File: src/rtl/counter_sched.sv
// Round-robin scheduler sharing one up-counter among NREQ requesters.
// Optional RUN-phase watchdog enabled by defining CNT_SCHED_WATCHDOG_EN.
module counter_sched #(
  parameter int unsigned NREQ  = 4,
  parameter int unsigned CNT_W = 3
) (
  input  logic                  clock,
  input  logic                  reset,
  input  logic [NREQ-1:0]       req,
  input  logic [NREQ*CNT_W-1:0] req_len,
  output logic [NREQ-1:0]       grant,
  output logic [NREQ-1:0]       done,
  output logic                  busy,
  output logic                  error,
  output logic                  cnt_reset,
  output logic                  cnt_enable,
  input  logic [CNT_W-1:0]      cnt_value
);

  localparam int unsigned IDX_W = (NREQ > 1) ? $clog2(NREQ) : 1;

  typedef enum logic [1:0] {S_IDLE, S_CLEAR, S_RUN, S_DONE} state_e;

  state_e           state_q, state_d;
  logic [NREQ-1:0]  grant_q, grant_d;
  logic [NREQ-1:0]  done_q, done_d;
  logic             busy_q, busy_d;
  logic [IDX_W-1:0] idx_q, idx_d;
  logic [IDX_W-1:0] rr_q, rr_d;
  logic [CNT_W-1:0] len_q, len_d;

  logic             found;
  logic [IDX_W-1:0] pick_idx;
  logic [IDX_W-1:0] cand;
  logic             req_g;

`ifdef CNT_SCHED_WATCHDOG_EN
  localparam int unsigned WD_W = CNT_W + 2;
  localparam logic [WD_W-1:0] WD_LIMIT = WD_W'((2 ** CNT_W) + 1);
  logic [WD_W-1:0] wd_q, wd_d;
  logic            error_q, error_d;
`endif

  // Round-robin search starting just after the last served requester
  always_comb begin
    found    = 1'b0;
    pick_idx = '0;
    cand     = '0;
    for (int unsigned off = 1; off <= NREQ; off++) begin
      cand = IDX_W'((32'(rr_q) + off) % NREQ);
      if (!found && req[cand]) begin
        found    = 1'b1;
        pick_idx = cand;
      end
    end
  end

  assign req_g = req[idx_q];

  always_comb begin
    state_d    = state_q;
    grant_d    = grant_q;
    idx_d      = idx_q;
    rr_d       = rr_q;
    len_d      = len_q;
    cnt_reset  = 1'b0;
    cnt_enable = 1'b0;
`ifdef CNT_SCHED_WATCHDOG_EN
    wd_d       = wd_q;
    error_d    = 1'b0;
`endif
    case (state_q)
      S_IDLE: begin
        if (found) begin
          state_d = S_CLEAR;
          grant_d = NREQ'(1) << pick_idx;
          idx_d   = pick_idx;
          rr_d    = pick_idx;
          len_d   = req_len[32'(pick_idx)*CNT_W +: CNT_W];
`ifdef CNT_SCHED_WATCHDOG_EN
          wd_d    = '0;
`endif
        end
      end
      S_CLEAR: begin
        cnt_reset = 1'b1;
        if (!req_g) begin
          state_d = S_IDLE;
          grant_d = '0;
        end else begin
          state_d = S_RUN;
        end
      end
      S_RUN: begin
        // A dropped request aborts even when the target is reached
        if (!req_g) begin
          state_d = S_IDLE;
          grant_d = '0;
        end else if (cnt_value == len_q) begin
          state_d = S_DONE;
`ifdef CNT_SCHED_WATCHDOG_EN
        end else if (wd_q >= WD_LIMIT) begin
          state_d = S_DONE;
          error_d = 1'b1;
`endif
        end else begin
          cnt_enable = 1'b1;
`ifdef CNT_SCHED_WATCHDOG_EN
          wd_d       = wd_q + WD_W'(1);
`endif
        end
      end
      S_DONE: begin
        state_d = S_IDLE;
        grant_d = '0;
      end
      default: begin
        state_d = S_IDLE;
        grant_d = '0;
      end
    endcase
    done_d = (state_d == S_DONE) ? grant_q : '0;
    busy_d = (state_d != S_IDLE);
  end

  always_ff @(posedge clock or negedge reset) begin
    if (!reset) begin
      state_q <= S_IDLE;
      grant_q <= '0;
      done_q  <= '0;
      busy_q  <= 1'b0;
      idx_q   <= '0;
      rr_q    <= IDX_W'(NREQ - 1);
      len_q   <= '0;
    end else begin
      state_q <= state_d;
      grant_q <= grant_d;
      done_q  <= done_d;
      busy_q  <= busy_d;
      idx_q   <= idx_d;
      rr_q    <= rr_d;
      len_q   <= len_d;
    end
  end

`ifdef CNT_SCHED_WATCHDOG_EN
  always_ff @(posedge clock or negedge reset) begin
    if (!reset) begin
      wd_q    <= '0;
      error_q <= 1'b0;
    end else begin
      wd_q    <= wd_d;
      error_q <= error_d;
    end
  end

  assign error = error_q;
`else
  assign error = 1'b0;
`endif

  assign grant = grant_q;
  assign done  = done_q;
  assign busy  = busy_q;

endmodule

File: config.mk
export PLATFORM = sky130hd
export DESIGN_NAME = counter_sched
export DESIGN_NICKNAME = d
export VERILOG_FILES = /design/src/rtl/counter_sched.sv
export SDC_FILE = /design/constraint.sdc
export NUM_CORES = 1
export LEC_CHECK = 0
export CAP_MARGIN = 20
export CORE_MARGIN = 10
export CORE_UTILIZATION = 55
export CTS_BUF_LIST = sky130_fd_sc_hd__clkbuf_4
export DETAILED_ROUTE_END_ITERATION = 8
export DONT_BUFFER_PORTS = 1
export GPL_TIMING_DRIVEN = 0
export PLACE_DENSITY = 0.73
export SETUP_SLACK_MARGIN = 0.2
export SYNTH_ARGS = -nofsm -noshare
export SYNTH_HDL_FRONTEND = slang
export SYNTH_SLANG_ARGS = --single-unit
File: constraint.sdc
create_clock -name clock -period 1.8 [get_ports clock]
set_clock_uncertainty 0.1 [all_clocks]
set_input_delay 0.27 -clock clock [delete_from_list [all_inputs] [get_ports clock]]
set_output_delay 0.27 -clock clock [all_outputs]
set_load 0.1 [all_outputs]
==> results.yml, run 1 <==
placement:
  dp_hpwl_mm: 2.01
  gp_congestion: 0.778
  place_area_um2: 1170
  portBuffers: 0
synthesis:
  synth.cells.most_frequent: "dfrtp_1 (16), inv_1 (8), nand2_1 (7)"
  yosysTopAreaCellShare_pct: 36.9
  most_frequent_cell_after_synthesis: "dfrtp_1"
  synth_edf_count: 0
  synth.yosys.warnings: 0
  synth_area_um2: 1080
  avgSynthCellArea_um2: 10.1
  synthFlopType: "dfrtp_1"
  synth_area_leader: "dfrtp_1"
  asyncSetResetFlopFracSynth_pct: 100
  synth-seq-area-share_pct: 41.8
  post_synth_main_area_contributors: "dfrtp_1 (37%), dfstp_2 (4.8%), ha_1 (4.6%), a211oi_1 (3.5%), mux2i_1 (2.8%)"
  postSynthRegisterBits: 18
  synth_cell_type_count: 44
  syn-num-nets: 132
  post_synth_inst_count: 107
timing:
  clock.fmax_mhz: 508
  timing.setup.tns_ns: -0.789
  tightest_slew_ns: 0.759
  hold_violations: 0
  post-route-worst-setup-slack_ns: -0.169
  final_max_slew_viol_count: 0
  setup-violations-final: 7
  worst_slew_margin_rel_pct: 49.2
  rsz_0062_raised_after_global_routing: "true"
  finalWorstPathRequiredPeriod_ns: 1.97
  hold_ws_ns: 0.104
  min_period_over_period_pct: 109
critical_path:
  critPathRequiredTime_ns: 1.43
  crit_start_category: "register"
  critical_path_class: "register to output pin"
  end_kind: "output pin"
  crit_arrival_ns: 1.60
  timing.critical_path.fanout_max: 2
floorplan:
  chipHeight_um: 64.4
  core-area_um2: 1920
  die_area_um2: 4150
  top_level_ports: 33
  floorplan.rows: 16
  floorplan.die.width_um: 64.4
  floorplan.initialDensity_pct: 56.4
routing:
  drcViolationCount: 0
  firstDrtPassIters: 4
  vias: 855
  detailedRoute.firstIterationViolations: 29
  detail-route-antenna-nets: 0
  route.detailed.vias_per_inst: 5.78
  wl_per_cell_um: 18.4
  wirelength_mm: 2.73
global_routing:
  largest_net_degree_at_the_start_of_global_routing: 19
  grt_pass1_wl_mm: 4.35
  globalRoute.totalOverflow: 0
  grt_antenna_before_repair: 0
  grt_pass1_vias: 936
  global_route.usage.total_pct: 13.3
final_layout:
  nets: 148
  utilization_pct: 74.7
  post-route-cell-area_um2: 1440
  final_layout_size_suffix_gt1_share_pct: 52.9
  num_antenna_cells: 0
  area_growth_syn_to_layout_pct: 32.3
clock_tree:
  cell_at_the_root_of_the_clock_tree: "clkbuf_4"
  tritoncts: "done"
  cts_max_level: 1
  clockBufferDepth: 2
  cts.clk_slew.worst_paths_ns: 0.10
  cts_num_sinks: 18
  worstSkewPairLatency_ns: 0.29
  numCtsBuffers: 3
run_status:
  outcome: "finished, violations left"
  failed_checks: "setup timing"
power_and_ir_drop:
  worst_ir_drop_vdd_v: 0.00125
  total_leakage_power_nw: 0.582
  power.total_w: 0.00284
  powerDensity_nw_per_um2: 1980
min_path:
  holdCritPathClass: "primary input to register"
job:
  max_cap_viol_count: 0
[cell usage in the layout, fill, tap and decap left out, drive strengths merged, types with 4 or more instances in the layout]
cell type  Yosys  layout
dfrtp         16      16
buf            1      11
inv            8       8
nor2           8       8
nand2          7       7
o21ai          7       7
and2           5       5
a211oi         5       5
o31ai          4       4
nand2b         4       4
clkbuf         1       4
ha             4       4
[state kept, by name, indices dropped and copies added, names as in the netlist]
register,count
done,4
grant,4
len_q,3
idx_q,2
rr_q,2
state_q,2
busy,1
[metal layers]
metal | global-route usage, % | up-vias | wire length [um]
met4 | 7.22 | 0 | 59
met5 | 0 | - | 0
met3 | 6.01 | 6 | 222
met2 | 22.9 | 23 | 1470
li1 | - | 415 | -
met1 | 13.1 | 411 | 971
[cell families after synthesis]
| kind of cell | synth area share [%] |
|---|---|
| AND/OR/NAND/NOR | 18.7 |
| other | 0.346 |
| adder cells (fa/ha/maj) | 4.61 |
| XOR/XNOR | 2.42 |
| multiplexers | 4.84 |
| AO/OA/AOI/OAI | 23.5 |
| flip-flops | 41.8 |
| buffers and inverters | 3.81 |
[layout make-up]
cell class / count / area, um^2
inverter: 8 / 30.0
tap: 27 / 33.8
timing repair buffer: 11 / 92.6
buffer: 2 / 21.3
fill: 135 / 487
sequential: 18 / 465
multi-input combinational: 79 / 769
clock buffer: 3 / 22.5
[path summary, 6_finish.rpt]
| path | cells after the start | to | slack (ns) | startpoint |
|---|---|---|---|---|
| worst max-delay path | 3 | cnt_enable | -0.17 | idx_q[0]$_DFFE_PN0P_ |
| min in group asynchronous | 1 | state_q[1]$_DFF_PN0_ | 0.38 | reset |
| worst max register to register | 6 | done[2]$_DFF_PN0_ | -0.13 | idx_q[0]$_DFFE_PN0P_ |
| worst min-delay path | 2 | len_q[2]$_DFFE_PN0P_ | 0.10 | req_len[8] |
| max in group asynchronous | 1 | grant[1]$_DFFE_PN0P_ | 0.70 | reset |
| worst min register to register | 2 | idx_q[1]$_DFFE_PN0P_ | 0.40 | idx_q[1]$_DFFE_PN0P_ |
[timing repair]
| item | 4_1_cts | 5_1_grt |
|---|---|---|
| endpoints found under the hold margin | 18 | 0 |
| resized for setup | 26 | 17 |
| setup endpoints to repair | 23 | 22 |
| hold buffers | 1 | 0 |
| setup buffers | 5 | 5 |
| pin swaps | 5 | 9 |
| cloned | 0 | 0 |
[critical path, stage by stage (launching register included)]
cell and delay (ns):
dfrtp_1 0.39, mux4_2 0.53, and2_4 0.16, o31a_4 0.21
[per-stage QoR]
stage	worst slack, ns	cells
2_1_floorplan	0.0923	107
3_3_place_gp	-0.0211	134
3_5_place_dp	-0.0910	134
4_1_cts	-0.183	143
5_1_grt	-0.232	148
6_report	-0.169	148
[where the power goes]
part / switching [W] / internal, W / total [W]
sequential: 0.000404 / 0.000572 / 0.000976
clock: 0.000123 / 0.0000779 / 0.000201
combinational: 0.000930 / 0.000731 / 0.00166
Note: power is estimated with default switching activity, not from simulation.
==> inputs of run 2 (changes only) <==
Settings changed: CORE_MARGIN 10 to default.
==> run 2 against run 1 <==
  * Global-route usage up 12 points
  * The flow still finishes with violations (setup timing)
  * Sequential share of layout area up 0.26 points
  * Hold slack worse by 0.012 ns
  * Highest routed layer unchanged
  * Worst setup slack worse by 0.038 ns
  * Critical endpoint unchanged
  * Largest cell class unchanged
  * Clock power up 3%
==> results.yml, run 2 (same netlist as run 1, synthesis figures left out) <==
clock_tree:
  clockBufferDepth: 2
  cts_max_level: 1
  tritoncts: "done"
  cts.clk_slew.worst_paths_ns: 0.11
  cts_num_sinks: 18
  cell_at_the_root_of_the_clock_tree: "clkbuf_4"
  worstSkewPairLatency_ns: 0.30
  numCtsBuffers: 3
min_path:
  min_delay_path_depth: 2
  holdCritPathClass: "primary input to register"
  min_to: "len_q[2]$_DFFE_PN0P_"
  hold_path_startpoint: "req_len[8]"
critical_path:
  number_of_cells_on_the_worst_reg_to_reg_path: 6
  crit_start_category: "register"
  critical_path_class: "register to output pin"
  timing.rr.start: "idx_q[0]$_DFFE_PN0P_"
  crit_arrival_ns: 1.64
  end_kind: "output pin"
  setup.reg_to_reg.worst_slack_ns: -0.19
  critPathRequiredTime_ns: 1.43
  timing.critical_path.fanout_max: 3
  timing.rr.end: "done[1]$_DFF_PN0_"
job:
  max_cap_viol_count: 0
final_layout:
  post-route-cell-area_um2: 1420
  final_layout_size_suffix_gt1_share_pct: 50.8
  area_growth_syn_to_layout_pct: 31.3
  finalNonFillerCells: 145
  final_common_cell: "dfrtp_2"
  utilization_pct: 79.9
  nets: 146
  num_antenna_cells: 0
  commonest_cells_after_routing_fill_and_taps_aside: "dfrtp_2 (10), inv_1 (7), nand2_1 (7), buf_4 (7)"
timing:
  final_max_slew_viol_count: 0
  hold_violations: 0
  min_period_over_period_pct: 112
  clock.fmax_mhz: 498
  hold_ws_ns: 0.0912
  finalWorstPathRequiredPeriod_ns: 2.01
  post-route-worst-setup-slack_ns: -0.207
  tightest_slew_ns: 0.792
  setup-violations-final: 7
  worst_slew_margin_rel_pct: 47.0
  rsz_0062_raised_after_global_routing: "true"
floorplan:
  floorplan.die.width_um: 46.4
  core-area_um2: 1780
  floorplan.initialDensity_pct: 60.8
  top_level_ports: 33
  floorplan.rows: 15
  chipHeight_um: 46.4
  die_area_um2: 2150
power_and_ir_drop:
  powerDensity_nw_per_um2: 2020
  total_leakage_power_nw: 0.582
  cellInternalPower_w: 0.00137
  power.switching_fraction_pct: 52.4
  share_clk_of_total_power_pct: 7.2
  comb_power_share_pct: 58.7
  worst_ir_drop_vdd_v: 0.00143
  p_seq_share_pct: 34.0
  power.net_switching_w: 0.00150
global_routing:
  grt_antenna_before_repair: 0
  grt_pass1_wl_mm: 3.78
  largest_net_degree_at_the_start_of_global_routing: 19
  grt_pass1_vias: 836
  globalRoute.totalOverflow: 0
  global_route.usage.total_pct: 25.3
routing:
  vias: 905
  wirelength_mm: 2.77
  route.detailed.vias_per_inst: 6.24
  detailedRoute.firstIterationViolations: 14
  drcViolationCount: 0
  wl_per_cell_um: 19.1
  detail-route-antenna-nets: 0
  firstDrtPassIters: 4
placement:
  dp_hpwl_mm: 1.76
  gp_congestion: 0.795
  placed_cells: 132
  place_area_um2: 1160
  portBuffers: 0
run_status:
  failed_checks: "setup timing"
  outcome: "finished, violations left"
==> run 2: cell types whose count changed in the layout (fill, tap and decap cells not counted), sizes merged <==
cell    change
buf         -2
clkinv      +1
==> run 2: worst max path at each step <==
stage,startpoint,endpoint,depth (start not counted)
2_1_floorplan,idx_q[0]$_DFFE_PN0P_,done[0]$_DFF_PN0_,5
3_3_place_gp,state_q[0]$_DFF_PN0_,done[1]$_DFF_PN0_,6
3_5_place_dp,state_q[0]$_DFF_PN0_,done[0]$_DFF_PN0_,6
4_1_cts,idx_q[0]$_DFFE_PN0P_,cnt_enable,3
5_1_grt,state_q[0]$_DFF_PN0_,cnt_enable,4
6_report,state_q[0]$_DFF_PN0_,cnt_enable,4
==> run 2: repair_timing <==
item / CTS / global route
endpoints found under the setup margin: 19 / 20
setup buffers: 5 / 3
pin swaps: 5 / 8
hold buffers: 1 / 0
endpoints found under the hold margin: 18 / 0
resized for setup: 31 / 11
==> run 2: metal layers <==
metal  global-route usage (%)  part of all wire (%)
met2                     47.5                    56
met4                     1.76                   1.0
met5                        0                     0
met1                     29.4                    36
met3                     6.67                   6.5
==> run 2: stage by stage <==
stage	setup TNS [ns]	setup WS (ns)	total power, W
after floorplan	0	0.0923	0.00193
after global placement	-0.0564	-0.0149	0.00208
after detailed placement	-0.269	-0.0742	0.00212
after CTS	-0.888	-0.187	0.00267
after global routing	-1.72	-0.271	0.00303
final	-1.16	-0.207	0.00287
==> run 2: critical path, cell delays in order, from the launching register on <==
cell and delay, ns:
dfrtp_2 0.46, inv_1 0.18, ha_1 0.21, and2_4 0.16, o31a_4 0.33
==> run 2: area by class of cell <==
cell class              count  area [um^2]
flip-flops and latches     18          465
plain buffers               2         21.3
fillers                   109          359
clock buffers               3         22.5
repair buffers              9         77.6
clock inverters             1         3.75
inverters                   8         30.0
well taps                  25         31.3
multi-input cells          79          772
==> run 2: power by group through the flow <==
stage                     Clock, W  Combinational, W  Sequential (W)
after floorplan                  0          0.000998        0.000930
after global placement           0           0.00112        0.000957
after detailed placement         0           0.00116        0.000962
after CTS                 0.000202           0.00150        0.000964
after global routing      0.000233           0.00180        0.000996
final                     0.000207           0.00169        0.000978
==> inputs of run 3 (changes only) <==
Settings changed: CTS_BUF_LIST sky130_fd_sc_hd__clkbuf_4 to sky130_fd_sc_hd__clkbuf_8.
==> run 3 against run 2 <==
  * The run still ends with setup timing left
  * Die area unchanged
  * Global-route usage increased by 2.4 points
  * Cell count increased by 2.1%
  * First-iteration DRC count increased by 110%
  * Routed wire length increased by 5.7%
  * Critical path depth decreased by 1
  * Sequential power decreased by 0.5%
  * Core utilization increased by 3.9 points
  * Worst setup slack improved by 0.070 ns
  * Count of clock-buffer cells in the layout increased by 1
  * Critical path type unchanged
==> results.yml, run 3 (same netlist as run 1, synthesis figures left out) <==
job:
  max_cap_viol_count: 0
placement:
  dp_hpwl_mm: 1.76
  gp_congestion: 0.795
  placed_cells: 132
  dp_worst_setup_slack_ns: -0.0742
  portBuffers: 0
timing:
  hold_violations: 0
  final_max_slew_viol_count: 0
  hold_ws_ns: 0.141
  clock.fmax_mhz: 516
  finalWorstPathRequiredPeriod_ns: 1.94
  setup-violations-final: 11
  min_period_over_period_pct: 108
  tightest_slew_ns: 0.869
  rsz_0062_raised_after_global_routing: "true"
  worst_slew_margin_rel_pct: 42.1
  post-route-worst-setup-slack_ns: -0.137
routing:
  vias: 946
  drcViolationCount: 0
  wl_per_cell_um: 19.8
  wirelength_mm: 2.93
  firstDrtPassIters: 4
  detailedRoute.firstIterationViolations: 30
  route.detailed.vias_per_inst: 6.39
  detail-route-antenna-nets: 0
critical_path:
  critical_path.max_stage_delay_ns: 0.55
  crit_buf_inv: 0
  crit_start_category: "register"
  worstPathCellList: "mux4_2 > and2_4 > o31a_4"
  crit_arrival_ns: 1.57
  end_kind: "output pin"
  worst-path-stages: 3
  number_of_cells_on_the_worst_reg_to_reg_path: 6
  path_delay_family: "multiplexers"
  timing.critical_path.fanout_max: 3
  critPathRequiredTime_ns: 1.43
  critical_path_class: "register to output pin"
  timing.critical_path.slowest_stage_cell: "mux4_2"
final_layout:
  final_layout_size_suffix_gt1_share_pct: 52.0
  final.fill_count: 88
  nets: 149
  multi_input_area_um2: 786
  finalNonFillerCells: 148
  commonest_cells_after_routing_fill_and_taps_aside: "dfrtp_1 (11), buf_4 (7), nor2_1 (6), nand2_1 (6)"
  final_common_cell: "dfrtp_1"
  area.sequential_um2: 459
  area_growth_syn_to_layout_pct: 37.7
  num_antenna_cells: 0
clock_tree:
  numCtsBuffers: 3
  tritoncts: "done"
  cts.clk_slew.worst_paths_ns: 0.07
  worstSkewPairLatency_ns: 0.25
  cell_at_the_root_of_the_clock_tree: "clkbuf_8"
  cts_num_sinks: 18
  clockBufferDepth: 2
  cts_max_level: 1
run_status:
  failed_checks: "setup timing"
  outcome: "finished, violations left"
global_routing:
  largest_net_degree_at_the_start_of_global_routing: 19
  global_route.usage.total_pct: 27.8
  grt_pass1_vias: 908
  grt_pass1_wl_mm: 4.12
  globalRoute.totalOverflow: 0
  grt_antenna_before_repair: 0
floorplan:
  core-area_um2: 1780
  floorplan.die.width_um: 46.4
  die_area_um2: 2150
  top_level_ports: 33
  floorplan.initialDensity_pct: 60.8
  floorplan.rows: 15
  chipHeight_um: 46.4
power_and_ir_drop:
  worst_ir_drop_vdd_v: 0.00153
  total_leakage_power_nw: 0.620
  powerDensity_nw_per_um2: 2110
  p_seq_share_pct: 30.9
  cellInternalPower_w: 0.00157
  comb_power_share_pct: 58.6
  power.total_w: 0.00315
  power.switching_fraction_pct: 50.0
  share_clk_of_total_power_pct: 10.5
  power.net_switching_w: 0.00157
min_path:
  holdCritPathClass: "primary input to register"
  min_delay_path_depth: 2
## run 3: cell count changes in the layout (fill, tap and decap cells not counted), moves of 2 or more
cell	delta
clkbuf_4	-3
inv_1	-3
and2_4	+2
dfrtp_2	-5
inv_2	+3
clkbuf_8	+4
and2_1	-2
buf_6	+3
dfrtp_1	+5
## run 3: worst paths after layout
kind                                      start                   end  slack, ns
max                        idx_q[0]$_DFFE_PN0P_            cnt_enable      -0.14
min                                  req_len[4]  len_q[1]$_DFFE_PN0P_       0.14
max reg2reg                idx_q[0]$_DFFE_PN0P_     done[1]$_DFF_PN0_      -0.13
min reg2reg                idx_q[1]$_DFFE_PN0P_  idx_q[1]$_DFFE_PN0P_       0.41
max in group asynchronous                 reset  grant[2]$_DFFE_PN0P_       0.62
min in group asynchronous                 reset        busy$_DFF_PN0_       0.44
## run 3: final cells by class
cell class / instances / share of cell area, %
buffer: 2 / 1.42
sequential: 18 / 30.7
timing repair buffer: 12 / 7.45
tap: 25 / 2.09
clock buffer: 4 / 3.69
multi-input combinational: 79 / 52.6
inverter: 8 / 2.01
## run 3: routing by layer
| layer | routed length (um) | part of all wire, % | track usage [%] |
|---|---|---|---|
| met5 | 0 | 0 | 0 |
| met2 | 1660 | 57 | 52.5 |
| met1 | 1040 | 36 | 29.9 |
| met4 | 41 | 1.4 | 5.88 |
| met3 | 178 | 6.1 | 7.84 |
## run 3: timing repair
item | 4_1_cts | 5_1_grt
endpoints found under the setup margin | 15 | 19
gates resized for setup | 27 | 19
endpoints found under the hold margin | 18 | 0
setup buffers | 9 | 2
hold buffers | 1 | 0
pin swaps | 1 | 9
## run 3: power groups by stage
stage | Clock [W] | Combinational (W) | Sequential (W)
2_1_floorplan | 0 | 0.000998 | 0.000930
3_3_place_gp | 0 | 0.00112 | 0.000957
3_5_place_dp | 0 | 0.00116 | 0.000962
4_1_cts | 0.000326 | 0.00158 | 0.000953
5_1_grt | 0.000352 | 0.00196 | 0.000988
6_report | 0.000330 | 0.00184 | 0.000973
## run 3: metrics by stage
stage	util (%)	TNS [ns]	area, um^2
2_1_floorplan	-	0	1130
3_3_place_gp	65.3	-0.0564	1160
3_5_place_dp	65.3	-0.269	1160
4_1_cts	79.1	-0.808	1410
5_1_grt	83.8	-1.51	1490
6_report	83.8	-0.912	1490
